`src/rtl/rll_key_loader.sv`:
```
// rll_key_loader: serial key loader with even-parity check for an RLL-locked core.
// Ports: clk, rst_n, load_start, zeroize, ser_valid/ser_data/ser_ready,
//        key_out, key_valid, busy, err.
module rll_key_loader #(
    parameter int KEY_WIDTH = 32
) (
    input  logic                 clk,
    input  logic                 rst_n,
    input  logic                 load_start,
    input  logic                 zeroize,
    input  logic                 ser_valid,
    input  logic                 ser_data,
    output logic                 ser_ready,
    output logic [KEY_WIDTH-1:0] key_out,
    output logic                 key_valid,
    output logic                 busy,
    output logic                 err
);

    localparam int CW = (KEY_WIDTH > 1) ? $clog2(KEY_WIDTH) : 1;
    localparam logic [CW-1:0] LAST = CW'(KEY_WIDTH - 1);

    typedef enum logic [1:0] {
        IDLE,
        SHIFT,
        PARITY,
        LOADED
    } state_e;

    state_e               state_q, state_d;
    logic [KEY_WIDTH-1:0] shadow_q, shadow_d;
    logic [KEY_WIDTH-1:0] key_q, key_d;
    logic [CW-1:0]        cnt_q, cnt_d;
    logic                 err_q, err_d;

    always_ff @(posedge clk or negedge rst_n) begin
        if (!rst_n) begin
            state_q  <= IDLE;
            shadow_q <= '0;
            key_q    <= '0;
            cnt_q    <= '0;
            err_q    <= 1'b0;
        end else begin
            state_q  <= state_d;
            shadow_q <= shadow_d;
            key_q    <= key_d;
            cnt_q    <= cnt_d;
            err_q    <= err_d;
        end
    end

    always_comb begin
        state_d  = state_q;
        shadow_d = shadow_q;
        key_d    = key_q;
        cnt_d    = cnt_q;
        err_d    = err_q;
        if (zeroize) begin
            // Wipes all key material; err is kept so a failed load stays reported.
            state_d  = IDLE;
            shadow_d = '0;
            key_d    = '0;
            cnt_d    = '0;
        end else begin
            unique case (state_q)
                IDLE: begin
                    if (load_start) begin
                        state_d  = SHIFT;
                        shadow_d = '0;
                        cnt_d    = '0;
                        err_d    = 1'b0;
                    end
                end
                SHIFT: begin
                    if (ser_valid) begin
                        shadow_d[cnt_q] = ser_data;
                        if (cnt_q == LAST) begin
                            state_d = PARITY;
                            cnt_d   = '0;
                        end else begin
                            cnt_d = cnt_q + CW'(1);
                        end
                    end
                end
                PARITY: begin
                    if (ser_valid) begin
                        // Even parity: key bits plus parity bit must XOR to 0.
                        if ((^shadow_q) ^ ser_data) begin
                            err_d   = 1'b1;
                            state_d = IDLE;
                        end else begin
                            key_d   = shadow_q;
                            state_d = LOADED;
                        end
                    end
                end
                LOADED: begin
                    if (load_start) begin
                        // Drop the old key on the same edge so no partial key is seen.
                        key_d    = '0;
                        state_d  = SHIFT;
                        shadow_d = '0;
                        cnt_d    = '0;
                        err_d    = 1'b0;
                    end
                end
                default: state_d = IDLE;
            endcase
        end
    end

    assign ser_ready = (state_q == SHIFT) || (state_q == PARITY);
    assign busy      = ser_ready;
    assign key_valid = (state_q == LOADED);
    assign key_out   = key_q;
    assign err       = err_q;

endmodule

```
`config.mk`:
```
export PLATFORM = sky130hd
export DESIGN_NAME = rll_key_loader
export DESIGN_NICKNAME = d
export VERILOG_FILES = /design/src/rtl/rll_key_loader.sv
export SDC_FILE = /design/constraint.sdc
export NUM_CORES = 1
export LEC_CHECK = 0
export CELL_PAD_IN_SITES_DETAIL_PLACEMENT = 1
export CELL_PAD_IN_SITES_GLOBAL_PLACEMENT = 1
export CORE_ASPECT_RATIO = 0.8
export CORE_UTILIZATION = 47
export DETAILED_ROUTE_END_ITERATION = 16
export PLACE_DENSITY = 0.89
export RECOVER_POWER = 50
export SLEW_MARGIN = 20
export SYNTH_ARGS = -nofsm -noshare
export SYNTH_HDL_FRONTEND = slang
export SYNTH_SLANG_ARGS = --single-unit
```
`constraint.sdc`:
```
create_clock -name clk -period 5.39 [get_ports clk]
set_clock_uncertainty 0.2 [all_clocks]
set_input_delay 1.3475 -clock clk [delete_from_list [all_inputs] [get_ports clk]]
set_output_delay 1.3475 -clock clk [all_outputs]
set_load 0.1 [all_outputs]
```
### After elaboration in Yosys (flattened, before gate mapping)

Index checks and enable logic that the tools add are counted.

| word-level totals | value |
|---|---|
| register bits | 72 |
| input bits | 6 |
| word-level logic and storage cells | 62 |

| operators by class | value |
|---|---|
| $add $sub $neg | 1 |
| $lt $le $gt $ge | 2 |
| eq/ne operators | 13 |
| mux-type cells | 27 |
| bitwise operators | 2 |
| reductions and logical operators | 12 |

Operator list:

| cell | number |
|---|---|
| 32-bit 2-to-1 mux | 6 |
| 32-bit one-hot mux with 2 select lines | 2 |
| 32-bit bitwise mux | 1 |
| 32-bit parity | 1 |
| 5-bit 2-to-1 mux | 4 |
| 3-bit != test (second input constant) | 5 |
| 2-bit 2-to-1 mux | 6 |
| 5-bit one-hot mux with 2 select lines | 1 |
| 4-bit AND reduction | 2 |
| 5-bit by 6-bit < comparator with 1-bit output (second input constant) | 1 |
| 2-bit one-hot mux with 3 select lines | 1 |
| 3-bit nonzero test | 2 |
| 5-bit by 1-bit adder with 5-bit output (second input constant) | 1 |
| 1-bit demux with 5-bit select | 1 |
| 5-bit equality test (second input constant) | 1 |
| 5-bit by 1-bit greater-or-equal comparator with 1-bit output (second input constant) | 1 |
| 5-bit AND reduction | 1 |
| 2-bit equality test (second input constant) | 2 |
| 1-bit 2-to-1 mux | 4 |
| 2-bit != test (second input constant) | 2 |
| 3-bit by 1-bit != test with 1-bit output (second input constant) | 1 |
| 3-bit AND reduction | 1 |
| 2-bit by 1-bit equality test with 1-bit output (second input constant) | 1 |
| 2-bit zero test | 1 |
| 8 further kinds | 8 |

### Longest topological paths before layout

Gate-level depths: netlist (run 1).

| depth | value |
|---|---|
| depth after elaboration | 8 |
| gate-level depth with buffers | 9 |
| gate-level depth less buffers | 8 |

### Worst setup path before layout (run 1)

Ideal clock, no wire load.

| timing | value |
|---|---|
| kind | input -> register |
| start | input port ser_data |
| end | register key_q[10] (netlist: key_out[10]) |
| setup time | 0.068 ns |
| data arrival time | 3.132 ns |
| data required time | 5.122 ns |
| path slack | 1.991 ns |
| cell stages on the path | 8 |
| cell sequence | xnor2_1 xnor2_1 xnor2_1 xnor3_2 xor2_2 nor4b_4 buf_6 a22o_2 |

| on the way | value |
|---|---|
| longest elaborated chain between the ends | 3 |

RTL lines:

| element | RTL line | text |
|---|---|---|
| start: declaration | 12 | `input logic ser_data,` |
| 1-bit XOR | 88 | `if ((^shadow_q) ^ ser_data) begin` |
| 3-bit != test (no source line) | - |  |
| 4-bit AND reduction (no source line) | - |  |
| end signal: assignment | 46 | `key_q <= key_d;` |
| end: declaration | 32 | `logic [KEY_WIDTH-1:0] key_q, key_d;` |

Every way passes these cells.
A chain may end at the register's enable or synchronous reset.

### Worst setup path in the final report (run 1)

| timing | value |
|---|---|
| start | input port ser_valid |
| end | register cnt_q[0] |

| on the way | value |
|---|---|
| longest elaborated chain between the ends | 2 |

RTL lines:

| element | RTL line | text |
|---|---|---|
| start: declaration | 11 | `input logic ser_valid,` |
| 3-bit != test (no source line) | - |  |
| 3-bit AND reduction (no source line) | - |  |
| end signal: assignment | 47 | `cnt_q <= cnt_d;` |
| end: declaration | 33 | `logic [CW-1:0] cnt_q, cnt_d;` |

Every way passes these cells.

==> results of run 1 <==
routing by layer:
metal	wire length [microns]	up-vias	part of all wire [%]	global-route usage, %
li1	-	1292	-	-
met1	4483	1447	46	35.62
met2	4596	79	47	43.61
met3	418	20	4.3	7.180
met4	239	0	2.5	8.529
met5	0	-	0	0
registers in the layout (all words and copies together), names as in the netlist:
name,count
cnt_q,5
shadow_q,32
err,1
key_out,32
state_q,2
power by group through the flow:
stage          logic (W)  registers (W)  clock network (W)
2_1_floorplan   0.000331       0.000608                  0
3_3_place_gp    0.000464       0.000583                  0
3_5_place_dp    0.000481       0.000584                  0
4_1_cts         0.000489       0.000573           0.000499
5_1_grt         0.000518       0.000576           0.000524
6_report        0.000481       0.000573           0.000496
synth_stat cells (2+ instances only):
library cell  count
dfrtp_1          72
o21ai_0          71
a21oi_1          34
a22o_2           27
xnor2_1          27
nand2_1          18
clkbuf_1         16
ha_1              8
nor2_1            8
nand2b_1          6
a22o_1            5
inv_1             5
and2_1            4
buf_2             3
buf_6             3
nor2b_1           3
nor3_1            3
and3_1            2
mux2_2            2
nand3_1           2
o22ai_1           2
o41ai_1           2
or2_2             2
xor2_1            2
final cells by class:
cell class                 instances  share of cell area, %
clock buffer                       9                  2.932
clock inverter                     7                  2.458
inverter                           5                 0.4442
multi-input combinational        241                  38.55
sequential                        72                  42.64
tap                               90                  2.665
timing repair buffer              46                  10.31
cell families after synthesis:
kind of cell	synth area share, %
xor+xnor	8.708
buf+inv	3.897
flops	50.56
compound gates	25.46
simple gates	7.654
fa+ha+maj	2.809
mux	0.9129
stage by stage:
| stage | instance area [sq um] | hold slack, ns | std cells | worst slack, ns |
|---|---|---|---|---|
| 5_1_grt | 4225 | 0.3237 | 470 | 0.7259 |
| 3_3_place_gp | 4009 | 0.2897 | 454 | 1.191 |
| 3_5_place_dp | 4009 | 0.2931 | 454 | 1.039 |
| 4_1_cts | 4237 | 0.3141 | 470 | 1.372 |
| 2_1_floorplan | 3563 | 0.2995 | 342 | 1.991 |
| 6_report | 4225 | 0.3046 | 470 | 0.9295 |
cells in the final DEF, fill, tap and decap left out, drive strengths merged, types with 4 or more instances in the layout:
master,n
and2,4
nor2,8
ha,8
inv,7
a21oi,34
dlygate4sd3,9
nand2,18
clkdlybuf4s50,31
xnor2,28
a22o,32
dfrtp,72
o21ai,71
nand2b,6
clkbuf,12
worst max-delay path, cell delays in order:
cell           delay [ns]
dlygate4sd3_1        0.62
nand2_1              0.10
o21ai_0              0.08
a21oi_1              0.99
clkbuf_1             0.80
nor3_1               0.23
mux2_2               0.32
final timing paths:
kind | start | endpoint | slack [ns] | depth (start not counted)
worst max-delay path | ser_valid | cnt_q[0] | 0.93 | 7
worst min-delay path | key_out[30] | key_out[30] | 0.30 | 1
worst max register to register | state_q[0] | cnt_q[0] | 1.70 | 8
worst min register to register | key_out[30] | key_out[30] | 0.30 | 1
max in group asynchronous | rst_n | key_out[31] | 1.95 | 2
min in group asynchronous | rst_n | key_out[5] | 1.21 | 1
==> results.cfg, run 1 <==
[yosys]
yosys_warnings = 0
ys_seq_area_share_pct = 50.56
synth-edff-count = 0
synthCells = 342
syn_area_sq_um = 3563
ys_ff_latch = 72
synthFlopType = dfrtp_1
synth_top_area_share_pct = 50.56
ys_async_sr_fraction_pct = 100.0
syn_area_per_cell_sq_um = 10.42
yosysUniqueCellTypes = 39
synth_area_leader_cell = dfrtp_1
syn_nets = 356
ys_top_cells_by_area = dfrtp_1 51%, o21ai_0 10%, a22o_2 7.6%

[run_status]
violations = capacitance limit, slew limit
outcome = finished with violations

[timing]
clock.fmax_mhz = 224.2
rsz0062_at_grt = no
finalHoldViolations = 0
min_period_over_period_pct = 82.76
slew_headroom_pct = -13.28
finalSetupViolCount = 0
drv_slew = 33
setup_tns_ns = 0
finalCriticalPeriod_ns = 4.461
worstMarginPinSlew_ns = 1.699

[pwr]
p_leak_nw = 1.853
combPwrFrac_pct = 31.0
ir_drop_v = 0.0002239
p_switching_w = 0.0006087
powerDensity_nw_per_um2 = 366.9
p_int_w = 0.0009415
p_clk_share_pct = 32.0
p_total_w = 0.001550
p_sw_share_pct = 39.27
pwr-share-seq_pct = 37.0

[setup_path]
path_class = input port to flop
required_ns = 5.43
cp-end-kind = flop
start_kind = input port
crit_fanout = 24
critPathArrivalTime_ns = 4.50

[layout]
seqCellArea_sq_um = 1802
multi_input_area_sq_um = 1629
drive_above_1_share_pct = 14.74
n_fill_cell = 839
nNetsFinal = 389
n_antenna_cell = 0
final_util_pct = 57.43
area_delta_synth_final_pct = 18.57

[global_routing]
grt_pass1_vias = 3000
grt_pass1_wl_microns = 16180
grt_start_max_net_pins = 42
track_usage_pct = 27.02
antenna_found_initial = 0
gr-total-overflow = 0

[clocking]
cts_htree_levels = 3
cts_tree = yes
cts_setup_buffers = 0
cts-root-buf = clkbuf_8
cts_resized = 0
cts_made_buffers = 9
clk_latency_ns = 0.36
cts.clk_slew.worst_paths_ns = 0.08
holdBufCountCts = 0
clock-sinks = 72
cts.path.max_buffers = 2

[detailed_routing]
wirelength_microns = 9737
via_per_inst = 6.038
vias = 2838
drt-pass1-iter-count = 5
drcViolationCount = 0
drt_iter0_drc = 167
detail_route.wl_per_cell_microns = 20.72
drtAntennaViolNets = 0

[place]
dpl.hpwl_microns = 6516
portBuffers = 41
gp_congestion = 0.8436

[floorplan]
num_rows = 28
die_h_microns = 79.88
core_sq_um = 7357
die-area_sq_um = 7936
start_util_pct = 48.44
pin_count = 42
fp.dieW_microns = 99.35

[flow_run]
maxCapViolations = 1

[hold_path]
hold_class = flop to flop
Power figures use the tool's default switching activity.
==> inputs of run 2 (changes only) <==
CORE_UTILIZATION = 40   (was 47)
PLACE_DENSITY = 0.81   (was 0.89)
clock period = 3.69 ns   (was 5.39 ns; I/O delays follow)
==> run 2 against run 1 <==
Net effect: the run still ends with capacitance limit, slew limit left; worst setup slack worse by 0.44 ns; via count is 0.25% lower; final area down 1.7%; largest power group unchanged.
==> results.cfg, run 2 (synthesis results as in run 1) <==
[run_status]
outcome = finished with violations
violations = capacitance limit, slew limit

[layout]
stdcell_count = 493
final_util_pct = 48.52
final_cell_mix = 72 x dfrtp_1, 71 x o21ai_0, 33 x a21oi_1
layout_commonest_cell = dfrtp_1
n_fill_cell = 946
nNetsFinal = 390
drive_above_1_share_pct = 19.95
area_delta_synth_final_pct = 16.54
n_antenna_cell = 0

[floorplan]
start_util_pct = 41.64
fp.dieW_microns = 107.5
core_sq_um = 8558
die_h_microns = 86.42
die-area_sq_um = 9292
num_rows = 30
pin_count = 42

[timing]
rsz0062_at_grt = no
min_period_over_period_pct = 86.68
clock.fmax_mhz = 312.7
worstMarginPinSlew_ns = 1.915
finalHoldViolations = 0
setup_tns_ns = 0
drv_slew = 34
slew_headroom_pct = -27.64
finalCriticalPeriod_ns = 3.198
finalSetupViolCount = 0

[setup_path]
required_ns = 3.74
path_class = input port to flop
start_kind = input port
critPathArrivalTime_ns = 3.25
cp-end-kind = flop
crit_fanout = 21

[pwr]
p_leak_nw = 1.848
ir_drop_v = 0.0003039
powerDensity_nw_per_um2 = 558.3

[clocking]
holdBufCountCts = 0
cts_made_buffers = 9
cts_setup_buffers = 0
cts_tree = yes
clk_latency_ns = 0.36
cts.clk_slew.worst_paths_ns = 0.08
cts_htree_levels = 3
cts-root-buf = clkbuf_8
clock-sinks = 72
cts.path.max_buffers = 2
cts_resized = 0

[global_routing]
grt_pass1_wl_microns = 15870
grt_start_max_net_pins = 41
track_usage_pct = 22.77
antenna_found_initial = 0
gr-total-overflow = 0
grt_pass1_vias = 2942

[hold_path]
hold_class = flop to flop

[detailed_routing]
drt-pass1-iter-count = 5
wirelength_microns = 9756
wl_met1_microns = 4573
topRoutingLayerUsed = met4
vias = 2831
via_per_inst = 5.742
wl_met2_microns = 4557
detail_route.wl_per_cell_microns = 19.79
dr_wl_met3_microns = 469
drcViolationCount = 0
drtAntennaViolNets = 0
drt_iter0_drc = 262

[place]
dp_cells = 477
portBuffers = 41
gp_congestion = 0.7993
dpl.hpwl_microns = 6609

[flow_run]
maxCapViolations = 1
## run 2: cell types whose count changed in the layout (fill, tap and decap cells not counted)
cell and delta:
clkdlybuf4s50_1 -27, a21oi_1 -1, bufinv_16 +1, a21oi_2 +1, clkbuf_2 -1, dlygate4sd3_1 -9
clkinvlp_4 -1, inv_8 -1, buf_4 +19, buf_12 +2, clkbuf_1 +18
## run 2: cell type report
class	count	area [sq um]	share of cell area [%]
sequential	72	1802	43.39
clock inverter	6	115.1	2.772
multi-input combinational	241	1633	39.32
timing repair buffer	47	316.6	7.623
inverter	5	18.77	0.4519
clock buffer	10	127.6	3.073
tap	112	140.1	3.375
## run 2: worst max-delay path, cell delays in order
cell	delay, ns
clkdlybuf4s50_1	0.43
xnor2_1	0.20
xnor2_1	0.16
xnor2_1	0.14
xnor3_2	0.48
xnor2_1	0.26
o22ai_2	0.13
buf_4	0.22
a22o_2	0.29
## run 2: path summary, 6_finish.rpt
kind	startpoint	endpoint	slack (ns)	cells after the start
worst max-delay path	ser_data	key_out[14]	0.49	9
worst min-delay path	key_out[6]	key_out[6]	0.31	1
worst max register to register	shadow_q[24]	key_out[14]	0.95	8
worst min register to register	key_out[6]	key_out[6]	0.31	1
max in group asynchronous	rst_n	shadow_q[26]	1.30	1
min in group asynchronous	rst_n	key_out[14]	0.89	1
## run 2: layer usage
| metal | up-vias | GRT usage [%] |
|---|---|---|
| li1 | 1291 | - |
| met1 | 1450 | 30.47 |
| met2 | 77 | 36.77 |
| met3 | 13 | 6.466 |
| met4 | 0 | 5.230 |
| met5 | - | 0 |
## run 2: through the flow
| step | setup slack, ns | hold slack (ns) | total power, W | area, sq um |
|---|---|---|---|---|
| 2_1_floorplan | 0.7155 | 0.2995 | 0.001372 | 3563 |
| 3_3_place_gp | 0.1671 | 0.2917 | 0.001547 | 3979 |
| 3_5_place_dp | 0.1012 | 0.2966 | 0.001561 | 3979 |
| 4_1_cts | 0.4711 | 0.3189 | 0.002339 | 4222 |
| 5_1_grt | 0.3567 | 0.3279 | 0.002429 | 4153 |
| 6_report | 0.4916 | 0.3113 | 0.002319 | 4153 |
## run 2: report_power, final
part           internal [W]  leakage, nW  switching (W)
Sequential         0.000812         1.00      0.0000258
Clock              0.000453        0.117       0.000320
Combinational      0.000181        0.729       0.000527
Total               0.00145         1.85       0.000872
